<file path="src/rtl/booth_mac_pkg.sv">
// Shared definitions for the Booth multiply-accumulate slice: FSM state encoding
// and default widths, also used for the multiplier result bus.
package booth_mac_pkg;

   localparam int DEFAULT_DATA_WIDTH = 8;
   localparam int DEFAULT_ACC_WIDTH  = 24;
   localparam int DEFAULT_LEN_WIDTH  = 8;
   localparam int DEFAULT_PROD_WIDTH = 2 * DEFAULT_DATA_WIDTH;

   typedef enum logic [1:0] {
      IDLE  = 2'b00,
      ACCUM = 2'b01,
      HOLD  = 2'b10
   } mac_state_t;

endpackage

</file>
<file path="src/rtl/booth_mac_adder.sv">
// Combinational accumulator adder with carry-out; clamps to all ones on carry
// when BOOTH_MAC_SATURATE_EN is defined, otherwise wraps.
module booth_mac_adder
   import booth_mac_pkg::*;
#(
   parameter int ACC_WIDTH = DEFAULT_ACC_WIDTH
) (
   input  logic [ACC_WIDTH-1:0] i_a,
   input  logic [ACC_WIDTH-1:0] i_b,
   output logic [ACC_WIDTH-1:0] o_sum,
   output logic                 o_carry
);

   logic [ACC_WIDTH:0] w_full;

   assign w_full  = {1'b0, i_a} + {1'b0, i_b};
   assign o_carry = w_full[ACC_WIDTH];

`ifdef BOOTH_MAC_SATURATE_EN
   // Once clamped, further adds keep carrying (or add zero), so the value stays pinned.
   assign o_sum = w_full[ACC_WIDTH] ? {ACC_WIDTH{1'b1}} : w_full[ACC_WIDTH-1:0];
`else
   assign o_sum = w_full[ACC_WIDTH-1:0];
`endif

endmodule

</file>
<file path="src/rtl/booth_mac_accum.sv">
// Accumulates a programmed number of Booth multiplier products and presents the sum
// on a valid/ready port. Optional saturation: define BOOTH_MAC_SATURATE_EN.
module booth_mac_accum
   import booth_mac_pkg::*;
#(
   parameter int DATA_WIDTH = DEFAULT_DATA_WIDTH,
   parameter int ACC_WIDTH  = DEFAULT_ACC_WIDTH,
   parameter int LEN_WIDTH  = DEFAULT_LEN_WIDTH
) (
   input  logic                    clk_i_mult,
   input  logic                    rstn_i_mult,
   input  logic                    start_i,
   input  logic [LEN_WIDTH-1:0]    len_i,
   input  logic [2*DATA_WIDTH-1:0] prod_i,
   input  logic                    prod_done_i,
   output logic                    busy_o,
   output logic [LEN_WIDTH-1:0]    count_o,
   output logic [ACC_WIDTH-1:0]    sum_o,
   output logic                    sum_valid_o,
   input  logic                    sum_ready_i,
   output logic                    ovf_o,
   output logic                    drop_o
);

   mac_state_t r_state;
   mac_state_t w_stateNext;

   logic [LEN_WIDTH-1:0] r_len;
   logic [LEN_WIDTH-1:0] r_count;
   logic [ACC_WIDTH-1:0] r_acc;
   logic                 r_ovf;
   logic                 r_drop;

   logic [LEN_WIDTH-1:0] w_countNext;
   logic [ACC_WIDTH-1:0] w_addSum;
   logic                 w_addCarry;

   assign w_countNext = r_count + LEN_WIDTH'(1);

   booth_mac_adder #(
      .ACC_WIDTH (ACC_WIDTH)
   ) u_adder (
      .i_a     (r_acc),
      .i_b     (ACC_WIDTH'(prod_i)),
      .o_sum   (w_addSum),
      .o_carry (w_addCarry)
   );

   always_ff @(posedge clk_i_mult or posedge rstn_i_mult) begin
      if (rstn_i_mult) begin
         r_state <= IDLE;
      end else begin
         r_state <= w_stateNext;
      end
   end

   always_comb begin
      w_stateNext = r_state;
      case (r_state)
         IDLE: begin
            if (start_i) begin
               w_stateNext = (len_i == '0) ? HOLD : ACCUM;
            end
         end
         ACCUM: begin
            if (prod_done_i && (w_countNext == r_len)) begin
               w_stateNext = HOLD;
            end
         end
         HOLD: begin
            if (sum_ready_i) begin
               w_stateNext = IDLE;
            end
         end
         default: w_stateNext = IDLE;
      endcase
   end

   // Start clears the run context; strobes seen outside ACCUM only raise the sticky drop flag.
   always_ff @(posedge clk_i_mult or posedge rstn_i_mult) begin
      if (rstn_i_mult) begin
         r_len   <= '0;
         r_count <= '0;
         r_acc   <= '0;
         r_ovf   <= 1'b0;
         r_drop  <= 1'b0;
      end else begin
         case (r_state)
            IDLE: begin
               if (start_i) begin
                  r_len   <= len_i;
                  r_count <= '0;
                  r_acc   <= '0;
                  r_ovf   <= 1'b0;
                  r_drop  <= 1'b0;
               end else if (prod_done_i) begin
                  r_drop <= 1'b1;
               end
            end
            ACCUM: begin
               if (prod_done_i) begin
                  r_acc   <= w_addSum;
                  r_count <= w_countNext;
                  if (w_addCarry) begin
                     r_ovf <= 1'b1;
                  end
               end
            end
            HOLD: begin
               if (prod_done_i) begin
                  r_drop <= 1'b1;
               end
            end
            default: ;
         endcase
      end
   end

   assign busy_o      = (r_state == ACCUM) || (r_state == HOLD);
   assign sum_valid_o = (r_state == HOLD);
   assign count_o     = r_count;
   assign sum_o       = r_acc;
   assign ovf_o       = r_ovf;
   assign drop_o      = r_drop;

endmodule

</file>
<file path="config.mk">
export PLATFORM = sky130hd
export DESIGN_NAME = booth_mac_accum
export DESIGN_NICKNAME = d
export VERILOG_FILES = /design/src/rtl/booth_mac_pkg.sv /design/src/rtl/booth_mac_adder.sv /design/src/rtl/booth_mac_accum.sv
export SDC_FILE = /design/constraint.sdc
export NUM_CORES = 1
export LEC_CHECK = 0
export BUFFER_PORTS_ARGS = -buffer_cell sky130_fd_sc_hd__buf_2
export CAP_MARGIN = 20
export CORE_MARGIN = 3
export CORE_UTILIZATION = 58
export CTS_BUF_LIST = sky130_fd_sc_hd__clkbuf_8
export DETAILED_ROUTE_END_ITERATION = 10
export GPL_ROUTABILITY_DRIVEN = 0
export HOLD_SLACK_MARGIN = 0.1
export PLACE_DENSITY_LB_ADDON = 0.2
export SLEW_MARGIN = 40
export SYNTH_ARGS = -nofsm -noshare
export SYNTH_HDL_FRONTEND = slang
export SYNTH_HIERARCHICAL = 1
export SYNTH_SLANG_ARGS = --single-unit
</file>
<file path="constraint.sdc">
create_clock -name clk_i_mult -period 3.46 [get_ports clk_i_mult]
set_clock_uncertainty 0.1 [all_clocks]
set_input_delay 0.346 -clock clk_i_mult [delete_from_list [all_inputs] [get_ports clk_i_mult]]
set_output_delay 0.346 -clock clk_i_mult [all_outputs]
set_load 0.05 [all_outputs]
</file>
==> key figures, run 1 <==
CTS
  – TritonCTS Buffers: 5
  – Root cell of the clock tree: clkbuf_8
  – Post-cts resize count: 0
  – CTS tree: yes
  – Clock Latency Late Sink: 300 ps
  – Largest buffer count on any clock path: 2
  – Clock slew seen by the registers of the worst setup and hold paths: 90 ps
  – Number of levels the H-tree was split into: 2
  – Number of clock sinks: 44

Setup path
  – Crit path arrival time: ~2900 ps
  – Largest driver fanout on the critical path: 3
  – Required time reported for the critical path endpoint: ~3600 ps
  – Element type at the critical path end: register
  – CP Class: reg2reg
  – Setup crit start kind: register

Power and ir drop
  – Flop pwr share: between 20% and 30%
  – Power density of the placed cells: 891 mW/mm^2
  – Internal power: approximately 1.6 mW
  – Static leakage power: 2.02 nW
  – Combinational power share: 65.4%
  – Switching share of power: 53.1%
  – Worst vdd rail ir drop: slightly below 0.0007 V
  – Clock network power share: under 10%
  – Sw power: 1.85 mW

Synthesis
  – Fraction of synthesized cell area taken by the top area cell type: between 30% and 40%
  – Share of flip-flops with an asynchronous set or reset: 100%
  – Post-synthesis average cell area: 8.44 um^2
  – Warnings, synthesis: 6
  – XOR/XNOR share of the synthesized area: under 10%
  – Post-synthesis share of cell area spent on full adders, half adders and majority gates: 10.8%
  – Main combinational cell family by area after synthesis: simple AND/OR/NAND/NOR gates
  – Post-synthesis sequential element count: 44
  – Number of enable flip-flop cells after synthesis: 0
  – Share of synthesized cell area in and, or, nand and nor gates: between 20% and 30%
  – Compound-cell area share of the yosys netlist: between 10% and 20%
  – Share of the yosys chip area belonging to registers: between 30 and 40%
  – Mux share of post-synthesis cell area: 3.99%
  – Synth Flop Type: dfrtp_1
  – Count of unique library cells instantiated by Yosys: 65
  – Mapped Area: around 0.0034 mm^2
  – Cell count after synthesis: 405
  – Top cells by area in the synthesized netlist: dfrtp_1 (32%), ha_1 (10%), nand2_1 (8.5%)
  – Largest area contributor in the synthesized netlist: dfrtp_1

Timing
  – Final hold viol count: 0
  – Final setup violation count: 0
  – Post-route setup TNS: 0 ps
  – Setup repair after global routing missed its margin: false
  – Final period utilization: 79.7%
  – Slew at the pin closest to its max-slew limit: approximately 640 ps
  – Post-route minimum period: approximately 2800 ps
  – Final number of max-transition violations: 0
  – Slew Limit Headroom: 57.7%
  – Fmax: 0.363 GHz

GRT
  – Number of global-route vias before repair: 3104
  – Overall track demand over capacity in global routing: 26.8%
  – Maximum number of pins on one net before global-route repair: 45
  – GR Overflow Total: 0
  – Wire length of the first global-routing pass: around 14 mm
  – Number of antenna violations at the first check in global routing: 0

Routing
  – Total routed wirelength: roughly 8.6 mm
  – Routed length per instance: 15.7 um
  – Post-DR vias/cell: ~6
  – Number of DRC markers in iteration 0: 227
  – Antenna viol nets, final: 0
  – Total number of vias: 3221
  – DRC: 0
  – Number of iterations in the first detailed-routing pass: 5

Die
  – Total Die Area: 0.00685 mm^2
  – DIE HEIGHT: 82.8 um
  – Initial core utilization: 60.9%
  – Core outline area: 0.00561 mm^2
  – Site Rows: 27
  – Total I/O pin count: 65
  – Horizontal die dimension: 82.8 um

Placed design
  – Port Buf Inserts: 64
  – Final HPWL DP: about 6.3 mm
  – DP Area: 0.00381 mm^2

Flow run
  – Max-cap violations: 0

Final layout
  – Most common cell after layout, fill and taps aside: nand2_1
  – Commonest cells after routing, fill and taps aside: nand2_1 (77), buf_2 (64), dfrtp_1 (44)
  – Final core area utilization: a little over two thirds
  – Design area: 0.00392 mm^2
  – Number of diodes added for antenna fixing: 0
  – Layout area overhead: 14.6%
  – Final #Nets: 530
  – Share of post-route cells with drive strength above 1: 21.8%
  – Fill cell total of the finished layout: 479

Hold path
  – Hold crit path type: in2reg

Status
  – Outcome: completed
-- layer usage --
layer / vias to the layer above / global-route usage [%] / wire (um)
met4: 0 / 8.01 / 56
met3: 8 / 4.01 / 556
met2: 131 / 44.5 / 4160
met1: 1509 / 35.9 / 3810
li1: 1573 / - / -
met5: - / 0 / 0
-- worst paths after layout --
kind | start | endpoint | slack, ps | depth (start not counted)
max | sum_o[0] | ovf_o | 700 | 10
min | len_i[0] | r_len[0] | 190 | 2
max reg2reg | sum_o[0] | ovf_o | 700 | 10
min reg2reg | sum_o[20] | sum_o[20] | 400 | 2
max in group asynchronous | rstn_i_mult | sum_o[17] | 2230 | 4
min in group asynchronous | rstn_i_mult | sum_o[21] | 650 | 4
-- state kept, by name (all words and copies together) (netlist names) --
| register | count |
|---|---|
| drop_o | 1 |
| ovf_o | 1 |
| count_o | 8 |
| r_len | 8 |
| sum_o | 24 |
| r_state | 2 |
-- logic make-up (layout without fill, tap and decap cells) --
| family | Yosys count | in the layout |
|---|---|---|
| AOI/OAI and AO/OA | 95 | 95 |
| adders and majority gates | 29 | 29 |
| and+or+nand+nor | 170 | 170 |
| DFF | 44 | 44 |
| buffers and inverters | 28 | 89 |
| other | 1 | 8 |
| xor gates and xnor gates | 26 | 26 |
| muxes | 12 | 12 |
-- power by group through the flow --
stage	clock, mW	sequential [mW]	combinational (mW)
after floorplan	0	1.27	1.37
after CTS	0.353	0.863	2.26
after global placement	0	0.861	2.21
final	0.345	0.862	2.28
after global routing	0.376	0.891	2.51
after detailed placement	0	0.872	2.25
-- synthesized netlist by cell type (4+ instances only) --
library cell  number
dfrtp_1           44
nor2b_1            5
buf_2              4
a21o_1             7
xnor2_1           13
nand2_1           77
buf_1              4
nand2b_1           4
nand3_1           33
and3_1             5
o21ai_0           21
xor2_1            13
nor3_1             5
a21oi_1           24
clkbuf_1           6
mux2_2             9
o31ai_1            4
inv_1             12
nor2_1            18
and2_1             4
ha_1              28
-- stage by stage --
stage	hold WS, ps	std cells	total power, mW	setup WS [ps]
2_1_floorplan	397	412	2.64	677
5_1_grt	188	545	3.77	558
3_3_place_gp	377	536	3.07	776
4_1_cts	185	545	3.47	710
6_report	191	545	3.49	702
3_5_place_dp	384	536	3.12	702
-- critical path, cell delays in order, from the launching register on --
cell and delay [ps]:
dfrtp_1 400, ha_1 260, fa_1 420, a21o_1 230
a221oi_2 330, o21a_1 160, nand2b_1 180, o21ai_1 130
a41o_1 250, a21oi_1 140, nor2_1 60
-- timing repair --
action | in CTS | in global routing
setup buffers | 0 | 0
endpoints found under the hold margin | 6 | 0
hold buffers | 1 | 0
-- cell type report --
type / instances / area, um^2 / share of cell area [%]
well taps: 72 / 90.1 / 2.30
repair buffers: 69 / 360 / 9.20
inverters: 12 / 45.0 / 1.15
clock inverters: 2 / 10.0 / 0.256
multi-input cells: 340 / 2230 / 56.9
clock buffers: 6 / 82.6 / 2.11
flip-flops and latches: 44 / 1100 / 28.1
Power figures use the tool's default switching activity.
==> inputs of run 2 (changes only) <==
clock period = 2.71 ns   (was 3.46 ns; I/O delays follow)
==> key figures, run 2 (synthesis results as in run 1) <==
Routing
  – Number of DRC markers in iteration 0: between 300 and 400
  – Top routing layer in use: met4
  – Met3 layer wire length in the routed design: 834 um
  – Routed length per instance: 16.3 um
  – Sum of met2 wire segment lengths after detailed routing: 4.14 mm
  – Wl on met1: 3.86 mm
  – Antenna viol nets, final: 0
  – Post-DR vias/cell: 6.09
  – Total number of vias: between 3k and 4k
  – Total routed wirelength: ~9.0 mm
  – DRC: 0
  – Number of iterations in the first detailed-routing pass: 5

CTS
  – Largest buffer count on any clock path: 2
  – TritonCTS Buffers: 5
  – Clock slew seen by the registers of the worst setup and hold paths: 90 ps
  – Number of levels the H-tree was split into: 2
  – Root cell of the clock tree: clkbuf_8
  – Clock Latency Late Sink: 300 ps
  – CTS tree: yes
  – Number of clock sinks: 44

Final layout
  – Number of flip-flops under the largest register name: 24
  – Layout area overhead: 17.7%
  – Multi-input gate area: 0.00226 mm^2
  – Share of post-route cells with drive strength above 1: about a quarter
  – Final std cells w/o fill: 550
  – Commonest cells after routing, fill and taps aside: nand2_1 (77), buf_2 (64), dfrtp_1 (43)
  – Number of diodes added for antenna fixing: 0
  – Design area: 0.00402 mm^2
  – Reg area: ~0.0011 mm^2
  – Most common cell after layout, fill and taps aside: nand2_1
  – Final #Nets: around 540
  – Fill cell total of the finished layout: around 470
  – Final core area utilization: 71.7%

Setup path
  – Cell with the biggest individual delay on the critical path: dfrtp_2
  – Setup crit start kind: register
  – Crit path arrival time: 2710 ps
  – FF-to-FF setup slack: 130 ps
  – Number of buffer and inverter stages on the critical path: 0
  – CP Class: reg2reg
  – Required time reported for the critical path endpoint: 2850 ps
  – Element type at the critical path end: register
  – Critical-path cell list: ha_2 > fa_2 > a21o_1 > a221oi_4 > o21ai_0 > nor3b_2 > o21a_1 > a311oi_2 > nand3_1 > nand2_1
  – Largest driver fanout on the critical path: 3
  – Largest delay share family, worst path: compound AO/OA/AOI/OAI gates
  – Maximum cell stage delay along the critical path: 420 ps

Timing
  – Final period utilization: 95.1%
  – Post-route setup TNS: 0 ps
  – Final setup violation count: 0
  – Crit path setup slack, layout: 134 ps
  – Worst Hold Margin: 114 ps
  – Slew Limit Headroom: 61.9%
  – Final number of max-transition violations: 0
  – Final hold viol count: 0
  – Post-route minimum period: ~2600 ps
  – Fmax: 0.388 GHz
  – Slew at the pin closest to its max-slew limit: 572 ps

Die
  – Total I/O pin count: 65
  – Initial core utilization: 60.9%
  – Total Die Area: just under 0.007 mm^2
  – Horizontal die dimension: around 83 um
  – DIE HEIGHT: 82.8 um
  – Site Rows: 27
  – Core outline area: 0.00561 mm^2

Status
  – Outcome: completed

GRT
  – Number of antenna violations at the first check in global routing: 0
  – Wire length of the first global-routing pass: 14.3 mm
  – GR Overflow Total: 0
  – Number of global-route vias before repair: around 3.1k
  – Overall track demand over capacity in global routing: 27.2%
  – Maximum number of pins on one net before global-route repair: 45

Placed design
  – Worst-case setup slack after placement: approximately 43 ps
  – DP Area: 0.00384 mm^2
  – Number of cells after detailed placement: 540
  – Final HPWL DP: approximately 6.5 mm
  – Port Buf Inserts: 64

Power and ir drop
  – Power density of the placed cells: ~1200 mW/mm^2
  – Worst vdd rail ir drop: 0.000745 V
  – Total power draw: 4.71 mW
  – Static leakage power: a little over 2 nW

Flow run
  – Max-cap violations: 0

Hold path
  – Hold crit path type: in2reg
-- run 2: final timing paths --
kind,end,from,depth (start not counted)
max,sum_o[22],sum_o[0],10
min,r_len[0],len_i[0],2
max reg2reg,sum_o[22],sum_o[0],10
min reg2reg,sum_o[21],sum_o[21],2
max in group asynchronous,sum_o[0],rstn_i_mult,4
min in group asynchronous,count_o[6],rstn_i_mult,4
-- run 2: power by group --
part | switching, mW | internal (mW)
logic | 1.98 | 1.06
clock network | 0.241 | 0.302
registers | 0.234 | 0.892
-- run 2: area by class of cell --
| type | instances | area share (%) |
|---|---|---|
| Sequential cell | 44 | 27.4 |
| Multi-Input combinational cell | 340 | 56.3 |
| Timing Repair Buffer | 74 | 9.89 |
| Clock inverter | 2 | 0.965 |
| Tap cell | 72 | 2.24 |
| Clock buffer | 6 | 2.05 |
| Inverter | 12 | 1.12 |
-- run 2: metal layers --
metal | track usage (%) | up-vias
li1 | - | 1588
met1 | 36.2 | 1566
met2 | 44.2 | 180
met3 | 5.53 | 16
met4 | 8.82 | 0
met5 | 0 | -
-- run 2: what timing repair did --
| action | CTS | global route |
|---|---|---|
| hold buffers | 1 | 0 |
| endpoints found under the hold margin | 44 | 0 |
| endpoints found under the setup margin | 0 | 11 |
| buffers inserted | 0 | 1 |
| resized for setup | 0 | 7 |
==> inputs of run 3 (changes only) <==
CORE_UTILIZATION = 60   (was 58)
clock period = 3.32 ns   (was 2.71 ns; I/O delays follow)
==> key figures, run 3 (synthesis results as in run 1) <==
Power and ir drop
  – Static leakage power: about 2.0 nW
  – Combinational power share: 64.0%
  – Sw power: 1.96 mW
  – Clock network power share: 11.7%
  – Internal power: 1.76 mW
  – Worst vdd rail ir drop: 0.000459 V
  – Switching share of power: a little over half
  – Power density of the placed cells: 946 mW/mm^2
  – Flop pwr share: approximately a quarter

Setup path
  – Setup crit start kind: register
  – Largest driver fanout on the critical path: 3
  – FF-to-FF setup slack: approximately 540 ps
  – Crit path arrival time: 2880 ps
  – Element type at the critical path end: register
  – R2R Path End: ovf_o
  – Worst setup startpoint: sum_o[0]
  – Worst reg2reg path startpoint: sum_o[0]
  – Length in cells of the worst reg-to-reg path: 10
  – Last element of the critical path: ovf_o
  – CP Class: reg2reg
  – Required time reported for the critical path endpoint: 3410 ps

GRT
  – Number of antenna violations at the first check in global routing: 0
  – Overall track demand over capacity in global routing: between 20% and 30%
  – GR Overflow Total: 0
  – Maximum number of pins on one net before global-route repair: 35
  – Number of global-route vias before repair: 3137
  – Wire length of the first global-routing pass: between 10 and 15 mm

Final layout
  – Number of diodes added for antenna fixing: 0
  – Number of flip-flops under the largest register name: 24
  – Fill cell total of the finished layout: 437
  – Commonest cells after routing, fill and taps aside: nand2_1 (77), buf_2 (64), dfrtp_1 (44)
  – Layout area overhead: 15.0%
  – Design area: 0.00393 mm^2
  – Most common cell after layout, fill and taps aside: nand2_1
  – Final #Nets: approximately 530
  – Share of post-route cells with drive strength above 1: between 20% and 30%
  – Final std cells w/o fill: 542

Die
  – Horizontal die dimension: a little over 80 um
  – Total I/O pin count: 65
  – Total Die Area: 0.00664 mm^2
  – Initial core utilization: 64.4%
  – DIE HEIGHT: 81.5 um
  – Site Rows: 26
  – Core outline area: 0.00530 mm^2

CTS
  – Largest buffer count on any clock path: 2
  – Clock slew seen by the registers of the worst setup and hold paths: 100 ps
  – Number of setup buffers added after CTS: 0
  – Number of clock sinks: 44
  – Number of levels the H-tree was split into: 2
  – Clock Latency Late Sink: between 300 and 400 ps
  – CTS tree: yes
  – TritonCTS Buffers: 5
  – Root cell of the clock tree: clkbuf_8

Placed design
  – Port Buf Inserts: 64
  – Number of cells after detailed placement: 533
  – DP Area: 0.00381 mm^2
  – Final HPWL DP: about 6.5 mm

Routing
  – Antenna viol nets, final: 0
  – Number of iterations in the first detailed-routing pass: 6
  – Number of DRC markers in iteration 0: 195
  – DRC: 0
  – Post-DR vias/cell: ~6
  – Routed length per instance: 15.8 um
  – Total number of vias: roughly 3.3k
  – Total routed wirelength: ~8.6 mm

Timing
  – Final setup violation count: 0
  – Final hold viol count: 0
  – Final number of max-transition violations: 0
  – Fmax: 0.359 GHz
  – Final period utilization: 83.8%
  – Slew at the pin closest to its max-slew limit: 600 ps
  – Slew Limit Headroom: 60.0%
  – Setup repair after global routing missed its margin: false
  – Post-route minimum period: 2780 ps
  – Post-route setup TNS: 0 ps

Hold path
  – Hold crit path type: in2reg
  – Cell depth of the worst hold path: 2

Status
  – Outcome: completed

Flow run
  – Max-cap violations: 0
## run 3: changes by cell type in the layout (fill, tap and decap cells not counted), sizes merged
cell	previous run	this run
clkbuf	6	5
clkinv	2	1
inv	11	12
buf	73	67
clkinvlp	0	1
## run 3: area by class of cell
type	count	area [um^2]	area share [%]
tap	70	87.6	2.23
sequential	44	1100	28.0
timing repair buffer	68	353	8.98
clock inverter	3	46.3	1.18
multi-input combinational	340	2230	56.7
clock buffer	5	68.8	1.75
inverter	12	46.3	1.18
## run 3: worst min-delay path by stage
| stage | from | slack [ps] | end |
|---|---|---|---|
| after floorplan | len_i[0] | 380 | r_len[0] |
| after global placement | sum_o[16] | 380 | sum_o[16] |
| after detailed placement | rstn_i_mult | 280 | sum_o[2] |
| after CTS | len_i[7] | 170 | r_len[7] |
| after global routing | len_i[6] | 170 | r_len[6] |
| final | len_i[6] | 170 | r_len[6] |
## run 3: timing repair
action | CTS | global route
hold endpoints to repair | 28 | 0
hold buffers | 1 | 0
gates resized for setup | 0 | 0
## run 3: per-stage QoR
step                setup slack [ps]  hold slack [ps]  utilization [%]  power, mW
floorplan                        537              383                -       2.75
global placement                 638              375             71.7       3.18
detailed placement               576              281             71.8       3.24
CTS                              572              166             74.1       3.69
global route                     416              168             74.1       3.99
finish                           536              173             74.1       3.72
## run 3: worst max-delay path, cell delays in order (launching register included)
cell	delay (ps)
dfrtp_1	410
ha_1	260
fa_1	420
a21o_1	220
a221oi_2	330
o21a_1	200
nand2b_1	190
o21ai_1	120
a41o_1	240
a21oi_1	120
nor2_1	50
## run 3: routing by layer
layer | up-vias | track usage, % | part of all wire [%]
li1 | 1572 | - | -
met2 | 147 | 44.1 | 46
met3 | 19 | 4.28 | 8.1
met5 | - | 0 | 0
met4 | 0 | 7.94 | 1.4
met1 | 1545 | 38.5 | 45
## run 3: power groups by stage
stage / clock [mW] / sequential [mW] / combinational, mW
after floorplan: 0 / 1.32 / 1.43
after global placement: 0 / 0.900 / 2.28
after detailed placement: 0 / 0.913 / 2.33
after CTS: 0.444 / 0.903 / 2.35
after global routing: 0.466 / 0.931 / 2.59
final: 0.434 / 0.903 / 2.38
